## src/rtl/dds_pkg.sv

```systemverilog
// ---------------------------------------------------------------------------
// dds_pkg
// Shared constants and types for the DDS front end.
//   CLK_FREQ   : system clock in Hz, the constant divisor of the FTW division
//   PHASE_BITS : tuning-word / accumulator width, also the divider step count
//   FREQ_BITS  : width of a frequency request in Hz
// Types:
//   phase_t     : tuning word
//   freq_t      : frequency request
//   rem_t       : divider remainder (one bit wider than a tuning word)
//   twc_state_t : tuning_word_calc FSM states
// ---------------------------------------------------------------------------
package dds_pkg;

  localparam int unsigned CLK_FREQ   = 32'd100_000_000;
  localparam int          PHASE_BITS = 32;
  localparam int          FREQ_BITS  = 16;
  localparam int          REM_BITS   = PHASE_BITS + 1;

  typedef logic [PHASE_BITS-1:0] phase_t;
  typedef logic [FREQ_BITS-1:0]  freq_t;
  typedef logic [REM_BITS-1:0]   rem_t;

  // Divisor widened to remainder width so compares and subtracts match.
  localparam rem_t CLK_FREQ_REM = rem_t'(CLK_FREQ);

  typedef enum logic [1:0] {
    IDLE  = 2'd0,
    DIV   = 2'd1,
    ROUND = 2'd2
  } twc_state_t;

endpackage

```

## src/rtl/tuning_word_calc_udiv_step.sv

```systemverilog
// ---------------------------------------------------------------------------
// udiv_step
// One combinational restoring-division step against the constant CLK_FREQ.
//   rem_in  : current partial remainder (always < CLK_FREQ)
//   rem_out : remainder after this step
//   q_bit   : quotient bit produced by this step
// ---------------------------------------------------------------------------
module udiv_step
  import dds_pkg::*;
(
  input  rem_t rem_in,
  output rem_t rem_out,
  output logic q_bit
);

  rem_t shifted;

  // Shift left one place and subtract the divisor when it fits.
  // The shifted value is conceptually one bit wider than rem_t; the bit
  // shifted out (rem_in MSB) forces a subtract, and the modular difference
  // is then exact because the true result is below CLK_FREQ.
  always_comb begin
    shifted = {rem_in[PHASE_BITS-1:0], 1'b0};
    q_bit   = rem_in[PHASE_BITS] | (shifted >= CLK_FREQ_REM);
    if (q_bit) begin
      rem_out = shifted - CLK_FREQ_REM;
    end else begin
      rem_out = shifted;
    end
  end

endmodule

```

## src/rtl/tuning_word_calc.sv

```systemverilog
// ---------------------------------------------------------------------------
// tuning_word_calc
// Converts a frequency request (Hz) into the DDS frequency tuning word
//   FTW = floor(frequency * 2^PHASE_BITS / CLK_FREQ)
// using a PHASE_BITS-step restoring divider. tuning_word only changes on a
// completion edge and is held otherwise; tw_valid pulses for one cycle then.
//
// Ports:
//   clock       : system clock, rising edge
//   reset       : asynchronous, active-high
//   frequency   : requested frequency in Hz (FREQ_BITS, unsigned)
//   freq_valid  : request valid
//   freq_ready  : idle and able to accept a request
//   tuning_word : last computed FTW (PHASE_BITS)
//   tw_valid    : one-cycle pulse when tuning_word updates
//   busy        : division in progress
//
// Build option:
//   TUNING_ROUND_NEAREST_EN : adds a ROUND state after the divide that rounds
//   the quotient to nearest (saturating), adding one cycle of latency.
// ---------------------------------------------------------------------------
module tuning_word_calc
  import dds_pkg::*;
(
  input  logic  clock,
  input  logic  reset,
  input  freq_t frequency,
  input  logic  freq_valid,
  output logic  freq_ready,
  output phase_t tuning_word,
  output logic  tw_valid,
  output logic  busy
);

  localparam int CNT_BITS = $clog2(PHASE_BITS + 1);
  typedef logic [CNT_BITS-1:0] cnt_t;
  localparam cnt_t LAST_ITER = cnt_t'(PHASE_BITS - 1);

  twc_state_t state_q, state_d;
  rem_t       rem_q, rem_d;
  phase_t     quo_q, quo_d;
  cnt_t       cnt_q, cnt_d;
  phase_t     tw_q, tw_d;
  logic       tw_valid_q, tw_valid_d;
  logic       busy_q, busy_d;
  logic       ready_q, ready_d;

  rem_t       step_rem;
  logic       step_bit;

  udiv_step u_step (
    .rem_in  (rem_q),
    .rem_out (step_rem),
    .q_bit   (step_bit)
  );

`ifdef TUNING_ROUND_NEAREST_EN
  logic   round_up;
  phase_t rounded;

  // Round-to-nearest on the final remainder; saturate instead of wrapping.
  always_comb begin
    round_up = ({rem_q[PHASE_BITS-1:0], 1'b0} >= CLK_FREQ_REM);
    if (round_up && (quo_q != {PHASE_BITS{1'b1}})) begin
      rounded = quo_q + phase_t'(1);
    end else begin
      rounded = quo_q;
    end
  end
`endif

  // Next-state and datapath logic for the handshake/divide FSM.
  always_comb begin
    state_d    = state_q;
    rem_d      = rem_q;
    quo_d      = quo_q;
    cnt_d      = cnt_q;
    tw_d       = tw_q;
    tw_valid_d = 1'b0;
    busy_d     = busy_q;
    ready_d    = ready_q;

    case (state_q)
      IDLE: begin
        if (freq_valid && ready_q) begin
          rem_d   = rem_t'(frequency);
          quo_d   = '0;
          cnt_d   = '0;
          state_d = DIV;
          ready_d = 1'b0;
          busy_d  = 1'b1;
        end else begin
          state_d = IDLE;
        end
      end

      DIV: begin
        rem_d = step_rem;
        quo_d = (quo_q << 1) | phase_t'(step_bit);
        cnt_d = cnt_q + cnt_t'(1);
        if (cnt_q == LAST_ITER) begin
`ifdef TUNING_ROUND_NEAREST_EN
          state_d = ROUND;
`else
          tw_d       = quo_d;
          tw_valid_d = 1'b1;
          busy_d     = 1'b0;
          ready_d    = 1'b1;
          state_d    = IDLE;
`endif
        end else begin
          state_d = DIV;
        end
      end

`ifdef TUNING_ROUND_NEAREST_EN
      ROUND: begin
        tw_d       = rounded;
        tw_valid_d = 1'b1;
        busy_d     = 1'b0;
        ready_d    = 1'b1;
        state_d    = IDLE;
      end
`endif

      default: begin
        // Unreachable encodings recover to a clean idle.
        state_d = IDLE;
        busy_d  = 1'b0;
        ready_d = 1'b1;
      end
    endcase
  end

  // State and output registers; reset discards any in-flight division.
  always_ff @(posedge clock or posedge reset) begin
    if (reset) begin
      state_q    <= IDLE;
      rem_q      <= '0;
      quo_q      <= '0;
      cnt_q      <= '0;
      tw_q       <= '0;
      tw_valid_q <= 1'b0;
      busy_q     <= 1'b0;
      ready_q    <= 1'b1;
    end else begin
      state_q    <= state_d;
      rem_q      <= rem_d;
      quo_q      <= quo_d;
      cnt_q      <= cnt_d;
      tw_q       <= tw_d;
      tw_valid_q <= tw_valid_d;
      busy_q     <= busy_d;
      ready_q    <= ready_d;
    end
  end

  assign freq_ready  = ready_q;
  assign tuning_word = tw_q;
  assign tw_valid    = tw_valid_q;
  assign busy        = busy_q;

endmodule

```

## config.mk

```make
export PLATFORM = sky130hd
export DESIGN_NAME = tuning_word_calc
export DESIGN_NICKNAME = d
export VERILOG_FILES = /design/src/rtl/dds_pkg.sv /design/src/rtl/tuning_word_calc_udiv_step.sv /design/src/rtl/tuning_word_calc.sv
export SDC_FILE = /design/constraint.sdc
export NUM_CORES = 1
export LEC_CHECK = 0
export BUFFER_PORTS_ARGS = -buffer_cell sky130_fd_sc_hd__buf_2
export CAP_MARGIN = 20
export CORE_MARGIN = 1.5
export CORE_UTILIZATION = 45
export CTS_CLUSTER_SIZE = 10
export DETAILED_ROUTE_END_ITERATION = 8
export PLACE_DENSITY = 0.73
export SYNTH_ARGS = -nofsm -noshare
export SYNTH_HDL_FRONTEND = slang
export SYNTH_HIERARCHICAL = 1
export SYNTH_SLANG_ARGS = --single-unit
export TNS_END_PERCENT = 30
```

## constraint.sdc

```tcl
create_clock -name clock -period 4.48 [get_ports clock]
set_input_delay 0.896 -clock clock [delete_from_list [all_inputs] [get_ports clock]]
set_output_delay 0.896 -clock clock [all_outputs]
set_load 0.02 [all_outputs]
```

* After elaboration in Yosys (flattened, before gate mapping)
Cells that the tools add are included.
** Word-level totals
- Register bits after elaboration :: 107
- Input bits :: 19
- Word-level logic and storage cells :: 41
** Cells by class
- Add/sub/neg operators :: 2
- Order comparisons :: 1
- Equal/unequal tests :: 4
- Mux-type cells :: 18
- Bitwise gates (word level) :: 2
- Reduce and logical (&&, ||, !) cells :: 6
** Operators with widths (count)
- 33-bit two-way mux :: 2
- 33-bit case mux with 2 select lines :: 1
- 31-bit case mux with 2 select lines :: 1
- 33-bit by 27-bit greater-or-equal comparator with 1-bit output, second input constant :: 1
- 33-bit by 27-bit subtractor with 33-bit output, second input constant :: 1
- 32-bit by 1-bit OR with 32-bit output :: 1
- 31-bit two-way mux :: 1
- 6-bit case mux with 2 select lines :: 1
- 1-bit two-way mux :: 8
- 6-bit by 1-bit adder with 6-bit output, second input constant :: 1
- 6-bit by 5-bit == test with 1-bit output, second input constant :: 1
- 6-bit two-way mux :: 1
- 2-bit AND reduction :: 3
- 2-bit inequality test, second input constant :: 2
- 1-bit case mux with 2 select lines :: 2
- 2-bit case mux with 2 select lines :: 1
- 2-bit by 1-bit == test with 1-bit output, second input constant :: 1
- 2-bit zero test :: 1
- 2-bit nonzero test :: 1
- 1-bit logical AND :: 1
- 1-bit OR :: 1

* Longest topological paths before layout
Gate-level depths: netlist (run 1).
- Word-level depth :: 4
- Gate-level depth with buffers :: 9
- Gate-level depth less buffers :: 8

* Hierarchy
The synthesis (run 1) kept the hierarchy.
** By module, submodules not included
- tuning_word_calc :: instances 1, cells an instance 281, area each 4026.4 sq um
- udiv_step :: instances 1, cells an instance 109, area each 782.0 sq um

* Least setup slack after synthesis (run 1)
OpenSTA, ideal clock, no wires.
- Kind :: reg2reg
- From :: register rem_q[24]
- To :: register rem_q[24]
- Library setup time :: 0.121 ns
- Arrival time :: 1.903 ns
- Path slack :: 2.456 ns
- Cell stages (with the launch flop) :: 8
- Path buffers :: 1
- Cell sequence :: dfrtp_1 or2b_2 nor3_1 o211ai_2 buf_6 a2111oi_4 xor2_1 a22o_1
** Between the ends
- Cells in the longest elaborated chain, start to end :: 4
** Ends and longest elaborated chain
- from (decl) :: line tuning_word_calc.sv:40 : rem_t rem_q, rem_d;
- from (signal assigned) :: line tuning_word_calc.sv:148 : rem_q <= rem_d;
- 33-bit by 27-bit greater-or-equal comparator with 1-bit output :: line tuning_word_calc_udiv_step.sv:24 : q_bit = rem_in[PHASE_BITS] | (shifted >= CLK_FREQ_REM);
- 1-bit OR :: line tuning_word_calc_udiv_step.sv:24
- 33-bit two-way mux :: line tuning_word_calc_udiv_step.sv:25 : if (q_bit) begin
- named net step_rem[24] :: line tuning_word_calc.sv:48 : rem_t step_rem;
- 33-bit case mux with 2 select lines :: line tuning_word_calc.sv:83 : case (state_q)
The timed path passes the listed nets, and every way through them passes these cells.
A chain may end at the register's enable or synchronous reset.

* Worst setup path after layout (run 1)
- From :: register rem_q[25]
- To :: register rem_q[8]
** Between the ends
- Cells in the longest elaborated chain, start to end :: 4
** Ends and longest elaborated chain
- 33-bit by 27-bit greater-or-equal comparator with 1-bit output :: line tuning_word_calc_udiv_step.sv:24
- 1-bit OR :: line tuning_word_calc_udiv_step.sv:24
- named net step_bit :: line tuning_word_calc.sv:49 : logic step_bit;
- 33-bit two-way mux :: line tuning_word_calc_udiv_step.sv:25
- named net step_rem[8] :: line tuning_word_calc.sv:48
- 33-bit case mux with 2 select lines :: line tuning_word_calc.sv:83
The timed path passes the listed nets, and every way through them passes these cells.

==> results of run 1 <==
==> cell type report <==
| cell class | instances | share of cell area (%) |
|---|---|---|
| Tap cell | 136 | 3.20 |
| Sequential cell | 106 | 49.9 |
| Clock inverter | 7 | 1.60 |
| Timing Repair Buffer | 58 | 5.69 |
| Clock buffer | 9 | 2.33 |
| Multi-Input combinational cell | 242 | 36.5 |
| Inverter | 10 | 0.753 |
==> kinds of logic (layout without fill, tap and decap cells) <==
kind of cell / Yosys count / count (layout) / share of synthesized area [%]
compound gates: 102 / 102 / 16.4
xor+xnor: 24 / 24 / 4.37
fa+ha+maj: 2 / 2 / 0.520
buf+inv: 42 / 84 / 4.68
flops: 106 / 106 / 55.2
mux: 52 / 52 / 11.7
other cells: 1 / 1 / 0.0780
simple gates: 61 / 61 / 7.10
==> synthesized netlist by cell type (2+ instances only) <==
master	number	area, um2
a22o_1	50	438
o21ai_0	21	105
nor3_1	5	25.0
mux2_1	2	22.5
or2_2	2	12.5
clkbuf_1	11	41.3
dfrtp_1	105	2630
buf_2	6	30.0
xor2_1	15	131
nand2_1	24	90.1
nor2_1	9	33.8
buf_1	3	11.3
buf_4	8	60.1
o211ai_1	2	15.0
nand3_1	5	25.0
and3_1	2	12.5
mux2_2	31	349
xnor2_1	9	78.8
mux2i_1	19	190
inv_1	10	37.5
or2b_2	2	17.5
a21oi_1	12	60.1
ha_1	2	25.0
a211oi_1	6	45.0
nand4_1	2	12.5
buf_6	4	45.0
==> power breakdown <==
| part | switching [mW] | internal [mW] |
|---|---|---|
| Combinational | 0.0229 | 0.00867 |
| Sequential | 0 | 0.956 |
| Clock | 0.346 | 0.269 |
| Total | 0.369 | 1.23 |
==> routing by layer <==
| layer | part of all wire (%) | GRT usage [%] |
|---|---|---|
| met5 | 0 | 0 |
| met4 | 1.4 | 6.47 |
| met3 | 4.2 | 3.99 |
| met2 | 45 | 24.9 |
| met1 | 49 | 24.0 |
==> through the flow <==
| stage | cells | worst slack, ns | area, um2 |
|---|---|---|---|
| 2_1_floorplan | 390 | 0.797 | 4810 |
| 3_3_place_gp | 552 | 1.89 | 5110 |
| 3_5_place_dp | 552 | 1.76 | 5110 |
| 4_1_cts | 568 | 1.74 | 5320 |
| 5_1_grt | 568 | 1.50 | 5320 |
| 6_report | 568 | 1.70 | 5320 |
==> worst reg2reg max path, delay by kind of cell (launching register included) <==
family           cells  cell delay [ns]
AND/OR/NAND/NOR      2             1.24
multiplexers         1             0.10
XOR/XNOR             1             0.27
flip-flops           1             0.43
AO/OA/AOI/OAI        2             0.67
==> state kept, by name, summed over array words and instances (netlist names) <==
register / flops
rem_q: 33
cnt_q: 6
tw_valid: 1
state_q: 1
busy: 1
freq_ready: 1
tuning_word: 32
quo_q: 31
==> worst paths after layout <==
check | end | start | depth (start not counted)
worst max-delay path | rem_q[8] | rem_q[25] | 6
worst min-delay path | rem_q[5] | rem_q[5] | 2
worst max register to register | rem_q[8] | rem_q[25] | 6
worst min register to register | rem_q[5] | rem_q[5] | 2
max in group asynchronous | quo_q[30] | reset | 3
min in group asynchronous | tuning_word[14] | reset | 2
==> flow_summary.ini, run 1 <==
[critical_path]
path_delay_family = simple AND/OR/NAND/NOR gates
startpoint_type = flop
end_kind = flop
cp.required_ns = 4.78
worst-path-buf-inv = 0
cpMaxStageDelayCell = nor4_4
worstPathMaxFanout = 22
arrival_ns = 3.08
r2r_slack_ns = 1.70
path_cells = a2111o_1 -> nor4_4 -> nand2_1 -> xnor2_1 -> mux2i_1 -> o21ai_0
cpPeakStageDelay_ns = 0.92
crit_type = reg -> reg

[logic_synthesis]
ys.flop_type = dfrtp_1
yosysWarnings = 6
postSynthAreaPerCell_um2 = 12.3
ys_async_sr_fraction_pct = 100
postSynthCellCount = 390
ys_ff_latch = 106
yosysSeqAreaShare_pct = 55.2
synth-edff-count = 0
synth_area_um2 = 4810
yosysUniqueCellTypes = 49
syn_nets = 411

[routing]
drt_pass1_iterations = 4
drtIter0Drc = 189
via_per_inst = 5.41
ant_nets = 0
wl_per_cell_um = 15.2
num_vias = 3071
drc = 0
routed_wl_mm = 8.61

[finish]
multiInputGateArea_um2 = 1940
antenna_cells = 0
final_cell_mix = 104 x dfrtp_1, 53 x buf_2, 50 x a22o_1
final_common_cell = dfrtp_1
drive_above_1_share_pct = 28.0
fill_cells = 909
nets = 448
utilization_pct = 51.5
area_delta_synth_final_pct = 10.6
seqCellArea_um2 = 2660

[placement]
place_congestion = 0.854
dp.final_hpwl_mm = 5.63
portBuffers = 53

[floorplan]
die_x_um = 106
floorplan.initialDensity_pct = 46.6
dieHeight_um = 106
pin_count = 54
rows = 37
core-area_um2 = 10300
die_area_um2 = 11300

[clock_tree]
h-tree-depth = 3
post-cts-setup-buffer-count = 0
cts.path.max_buffers = 2
holdBufCountCts = 0
clkTransAtPathRegs_ns = 0.10
cts_tree = done
cts_buffers = 9
cts.sinks = 106
clock-root-buffer = clkbuf_8
post_cts_resized = 0
clk_latency_ns = 0.38

[timing]
finalMaxSlewViolations = 0
setup_viol = 0
final_hold_viol_count = 0
fmax_ghz = 0.360
timing.hold.ws_ns = 0.492
relSlewSlack_pct = 26.3
fin_skew_ns = 0.00752
min_period_ns = 2.78
worst-slew-pin-transition_ns = 1.10
tns_ns = 0
period_share_pct = 62.1
rsz0062_at_grt = false

[outcome]
outcome = completed

[grt]
grt_max_degree = 79
antenna_found_initial = 0
grt_util_all_layers_pct = 16.8
grt_pass1_vias = 3161
grt_pass1_wl_mm = 15.2
gr-total-overflow = 0

[power_and_ir_drop]
cellLeakagePower_nw = 2.64
pwr_density_cell_nw_per_um2 = 301
power.total_mw = 1.60
ir_drop_mv = 0.225

[worst_hold_path]
hold_path_class = reg -> reg

[run]
cap_violations = 0
No activity file was read; power rests on OpenSTA's default activity.
==> run 2, diff against run 1 <==
==> constraint.sdc (replaced) <==
create_clock -name clock -period 2.6 [get_ports clock]
set_input_delay 0.52 -clock clock [delete_from_list [all_inputs] [get_ports clock]]
set_output_delay 0.52 -clock clock [all_outputs]
set_load 0.02 [all_outputs]
==> flow_summary.ini, run 2 (synthesis results as in run 1) <==
[outcome]
outcome = completed

[clock_tree]
cts_buffers = 9
clock-root-buffer = clkbuf_8
h-tree-depth = 3
post_cts_resized = 0
clkTransAtPathRegs_ns = 0.10
holdBufCountCts = 0
post-cts-setup-buffer-count = 0
cts_tree = done
cts.path.max_buffers = 2
clk_latency_ns = 0.36
cts.sinks = 106

[power_and_ir_drop]
pwr_density_cell_nw_per_um2 = 503
pwr-share-seq_pct = 60.9
power_switching_share_pct = 23.5
intPower_mw = 2.07
cellLeakagePower_nw = 2.67
ir_drop_mv = 0.336
clockPowerShare_pct = 36.9
p_comb_share_pct = 2.2
power.total_mw = 2.71
switchingPower_uw = 636

[critical_path]
crit_type = reg -> reg
worst-path-buf-inv = 0
path_delay_family = compound AO/OA/AOI/OAI gates
end_kind = flop
arrival_ns = 2.68
path_cells = or2b_2 -> nor3_1 -> o211ai_2 -> a2111oi_1 -> xor2_1 -> mux2i_1 -> o21ai_0
worstPathMaxFanout = 6
r2r_cells = 7
cp.required_ns = 2.88
reg2reg_from = rem_q[24]
r2r_slack_ns = 0.19
startpoint_type = flop
cpPeakStageDelay_ns = 0.55
cpMaxStageDelayCell = a2111oi_1
r2r_end = rem_q[11]

[routing]
drt_pass1_iterations = 4
wl_per_cell_um = 15.1
num_vias = 3117
via_per_inst = 5.43
ant_nets = 0
drtIter0Drc = 188
drc = 0
routed_wl_mm = 8.67

[grt]
grt_pass1_wl_mm = 15.1
grt_max_degree = 70
antenna_found_initial = 0
grt_pass1_vias = 3169
grt_util_all_layers_pct = 16.7
gr-total-overflow = 0

[timing]
worst-slew-pin-transition_ns = 0.812
fin_skew_ns = 0.0130
setup_viol = 0
rsz0062_at_grt = false
final_hold_viol_count = 0
finalMaxSlewViolations = 0
min_period_ns = 2.41
tns_ns = 0
timing.hold.ws_ns = 0.0401
fmax_ghz = 0.415
relSlewSlack_pct = 45.9
period_share_pct = 92.6

[finish]
largest_reg_flops = 33
final_common_cell = dfrtp_1
top_register = rem_q
nets = 454
drive_above_1_share_pct = 29.0
area_delta_synth_final_pct = 11.9
fin_cells = 574
final_area_um2 = 5380
antenna_cells = 0
final_cell_mix = 104 x dfrtp_1, 53 x buf_2, 50 x a22o_1

[floorplan]
rows = 37
die_area_um2 = 11300
core-area_um2 = 10300
pin_count = 54
die_x_um = 106
dieHeight_um = 106
floorplan.initialDensity_pct = 46.6

[placement]
portBuffers = 53
dp.final_hpwl_mm = 5.69
place_congestion = 0.811
dp.cells = 558
dpl_cell_area_um2 = 5180

[run]
cap_violations = 0

[worst_hold_path]
hold_path_class = in -> async
## run 2: area by class of cell
| type | count | area, um2 |
|---|---|---|
| Clock inverter | 6 | 63.8 |
| Timing Repair Buffer | 64 | 373 |
| Inverter | 10 | 41.3 |
| Fill cell | 916 | 4940 |
| Tap cell | 136 | 170 |
| Clock buffer | 10 | 138 |
| Multi-Input combinational cell | 242 | 1940 |
| Sequential cell | 106 | 2660 |
## run 2: worst max-delay path by stage
stage | startpoint | endpoint | slack (ns) | cells past startpoint
final | rem_q[24] | rem_q[11] | 0.19 | 7
after global routing | rem_q[12] | rem_q[11] | 0.006 | 7
after CTS | rem_q[24] | rem_q[11] | 0.18 | 7
after detailed placement | rem_q[24] | rem_q[11] | 0.21 | 7
after global placement | rem_q[24] | rem_q[11] | 0.33 | 7
after floorplan | rem_q[24] | rem_q[24] | 0.58 | 7
## run 2: metal layers
layer	routed length [um]	vias to the layer above	global-route usage, %
met5	0	-	0
met4	94	0	5.31
met3	382	9	4.29
met2	4150	64	26.1
met1	4040	1548	22.7
li1	-	1496	-
## run 2: worst reg2reg max path: cells and delay by family, from the launching register on
family | cells | cell delay (ns)
flip-flops | 1 | 0.47
XOR/XNOR | 1 | 0.18
multiplexers | 1 | 0.08
AO/OA/AOI/OAI | 3 | 0.99
AND/OR/NAND/NOR | 2 | 0.61
## run 2: stage by stage
step / util (%) / setup slack (ns)
final: 52.1 / 0.193
after global routing: 52.1 / 0.00568
after CTS: 52.1 / 0.180
after detailed placement: 50.2 / 0.212
after global placement: 50.2 / 0.335
after floorplan: - / 0.576
## run 2: power by group through the flow
stage	combinational, mW	sequential, mW	clock [mW]
after CTS	0.0631	1.65	1.05
final	0.0596	1.65	1.00
after floorplan	0.0319	1.68	0
after global placement	0.0615	1.68	0
after detailed placement	0.0631	1.68	0
after global routing	0.0705	1.65	1.11
==> run 3, diff against run 2 <==
--- a/config.mk
+++ b/config.mk
@@ -11,7 +11,8 @@
 export CORE_UTILIZATION = 45
 export CTS_CLUSTER_SIZE = 10
 export DETAILED_ROUTE_END_ITERATION = 8
-export PLACE_DENSITY = 0.73
+export MAX_ROUTING_LAYER = met4
+export PLACE_DENSITY = 0.72
 export SYNTH_ARGS = -nofsm -noshare
 export SYNTH_HDL_FRONTEND = slang
 export SYNTH_HIERARCHICAL = 1
==> flow_summary.ini, run 3 (synthesis results as in run 1) <==
[outcome]
outcome = completed

[floorplan]
rows = 37
pin_count = 54
die_x_um = 106
die_area_um2 = 11300
floorplan.initialDensity_pct = 46.6
core-area_um2 = 10300
dieHeight_um = 106

[timing]
min_period_ns = 2.36
rsz0062_at_grt = false
tns_ns = 0
setup_viol = 0
relSlewSlack_pct = 62.9
final_hold_viol_count = 0
worst-slew-pin-transition_ns = 0.557
fmax_ghz = 0.424
finalMaxSlewViolations = 0
fin_skew_ns = 0.00786
period_share_pct = 90.7

[clock_tree]
post-cts-setup-buffer-count = 0
cts.path.max_buffers = 2
h-tree-depth = 3
clk_latency_ns = 0.36
cts.sinks = 106
clock-root-buffer = clkbuf_8
post_cts_resized = 0
cts_buffers = 9
clkTransAtPathRegs_ns = 0.10
holdBufCountCts = 0
cts_tree = done

[critical_path]
cpMaxStageDelayCell = dfrtp_1
cpPeakStageDelay_ns = 0.45
arrival_ns = 2.64
cp.required_ns = 2.89
worstPathMaxFanout = 14
startpoint_type = flop
path_cells = or2b_2 -> nor3_1 -> o211ai_4 -> buf_4 -> a211oi_1 -> xor2_1 -> mux2i_1 -> o21ai_0
crit_type = reg -> reg
end_kind = flop

[finish]
area_delta_synth_final_pct = 12.0
final_common_cell = dfrtp_1
final_area_um2 = 5390
top_register = rem_q
final_cell_mix = 104 x dfrtp_1, 53 x buf_2, 50 x a22o_1
fill_cells = 903
utilization_pct = 52.2
drive_above_1_share_pct = 28.6
nets = 453
largest_reg_flops = 33
antenna_cells = 0

[routing]
drtIter0Drc = 178
drt_pass1_iterations = 4
num_vias = 3127
routed_wl_mm = 8.65
drc = 0
met3_length_um = 364
wl_per_cell_um = 15.1
met2_length_mm = 4.05
via_per_inst = 5.46
wl_met1_mm = 4.18
highest_layer = met4
ant_nets = 0

[worst_hold_path]
hold_path_class = in -> async

[placement]
place_congestion = 0.894
dpl_cell_area_um2 = 5180
dp.final_hpwl_mm = 5.54
portBuffers = 53

[grt]
antenna_found_initial = 0
grt_pass1_wl_mm = 15.3
grt_util_all_layers_pct = 17.3
grt_pass1_vias = 3087
grt_max_degree = 87
gr-total-overflow = 0

[power_and_ir_drop]
cellLeakagePower_nw = 2.67
pwr_density_cell_nw_per_um2 = 495
power.total_mw = 2.67
ir_drop_mv = 0.358

[run]
cap_violations = 0
run 3: area by class of cell:
| class | instances | area (um2) | share of cell area, % |
|---|---|---|---|
| well taps | 136 | 170 | 3.16 |
| multi-input cells | 242 | 1950 | 36.3 |
| repair buffers | 63 | 378 | 7.02 |
| inverters | 10 | 41.3 | 0.767 |
| clock buffers | 13 | 159 | 2.95 |
| clock inverters | 3 | 28.8 | 0.534 |
| flip-flops and latches | 106 | 2660 | 49.3 |
run 3: power breakdown:
group / switching [mW] / internal [mW] / total [mW]
Sequential: 0 / 1.65 / 1.65
Combinational: 0.0400 / 0.0180 / 0.0580
Clock: 0.547 / 0.416 / 0.963
Total: 0.587 / 2.08 / 2.67
run 3: path summary, 6_finish.rpt:
path | start | endpoint | slack (ns) | depth (start not counted)
hold reg to reg | rem_q[6] | rem_q[6] | 0.49 | 2
max in group asynchronous | reset | quo_q[29] | 1.63 | 3
setup / recovery | rem_q[24] | rem_q[15] | 0.24 | 8
hold / removal | reset | quo_q[8] | 0.11 | 2
setup reg to reg | rem_q[24] | rem_q[15] | 0.24 | 8
min in group clock | frequency[2] | rem_q[2] | 0.44 | 3
run 3: per-layer routing:
metal	GRT usage [%]	up-vias
met3	4.48	6
met2	25.4	55
li1	-	1495
met5	-	-
met1	24.0	1571
met4	4.34	0
run 3: stage by stage:
| stage | setup WS [ns] | instances | hold WS [ns] |
|---|---|---|---|
| floorplan | 0.576 | 390 | 0.451 |
| global placement | 0.291 | 557 | 0.461 |
| detailed placement | 0.244 | 557 | 0.473 |
| CTS | 0.235 | 573 | 0.103 |
| global route | 0.0137 | 573 | 0.118 |
| finish | 0.241 | 573 | 0.111 |
run 3: worst max-delay path, delay by kind of cell (launching register included):
family	cells	cell delay (ns)
compound gates	3	0.66
flops	1	0.45
xor+xnor	1	0.18
simple gates	2	0.70
buf+inv	1	0.23
mux	1	0.08
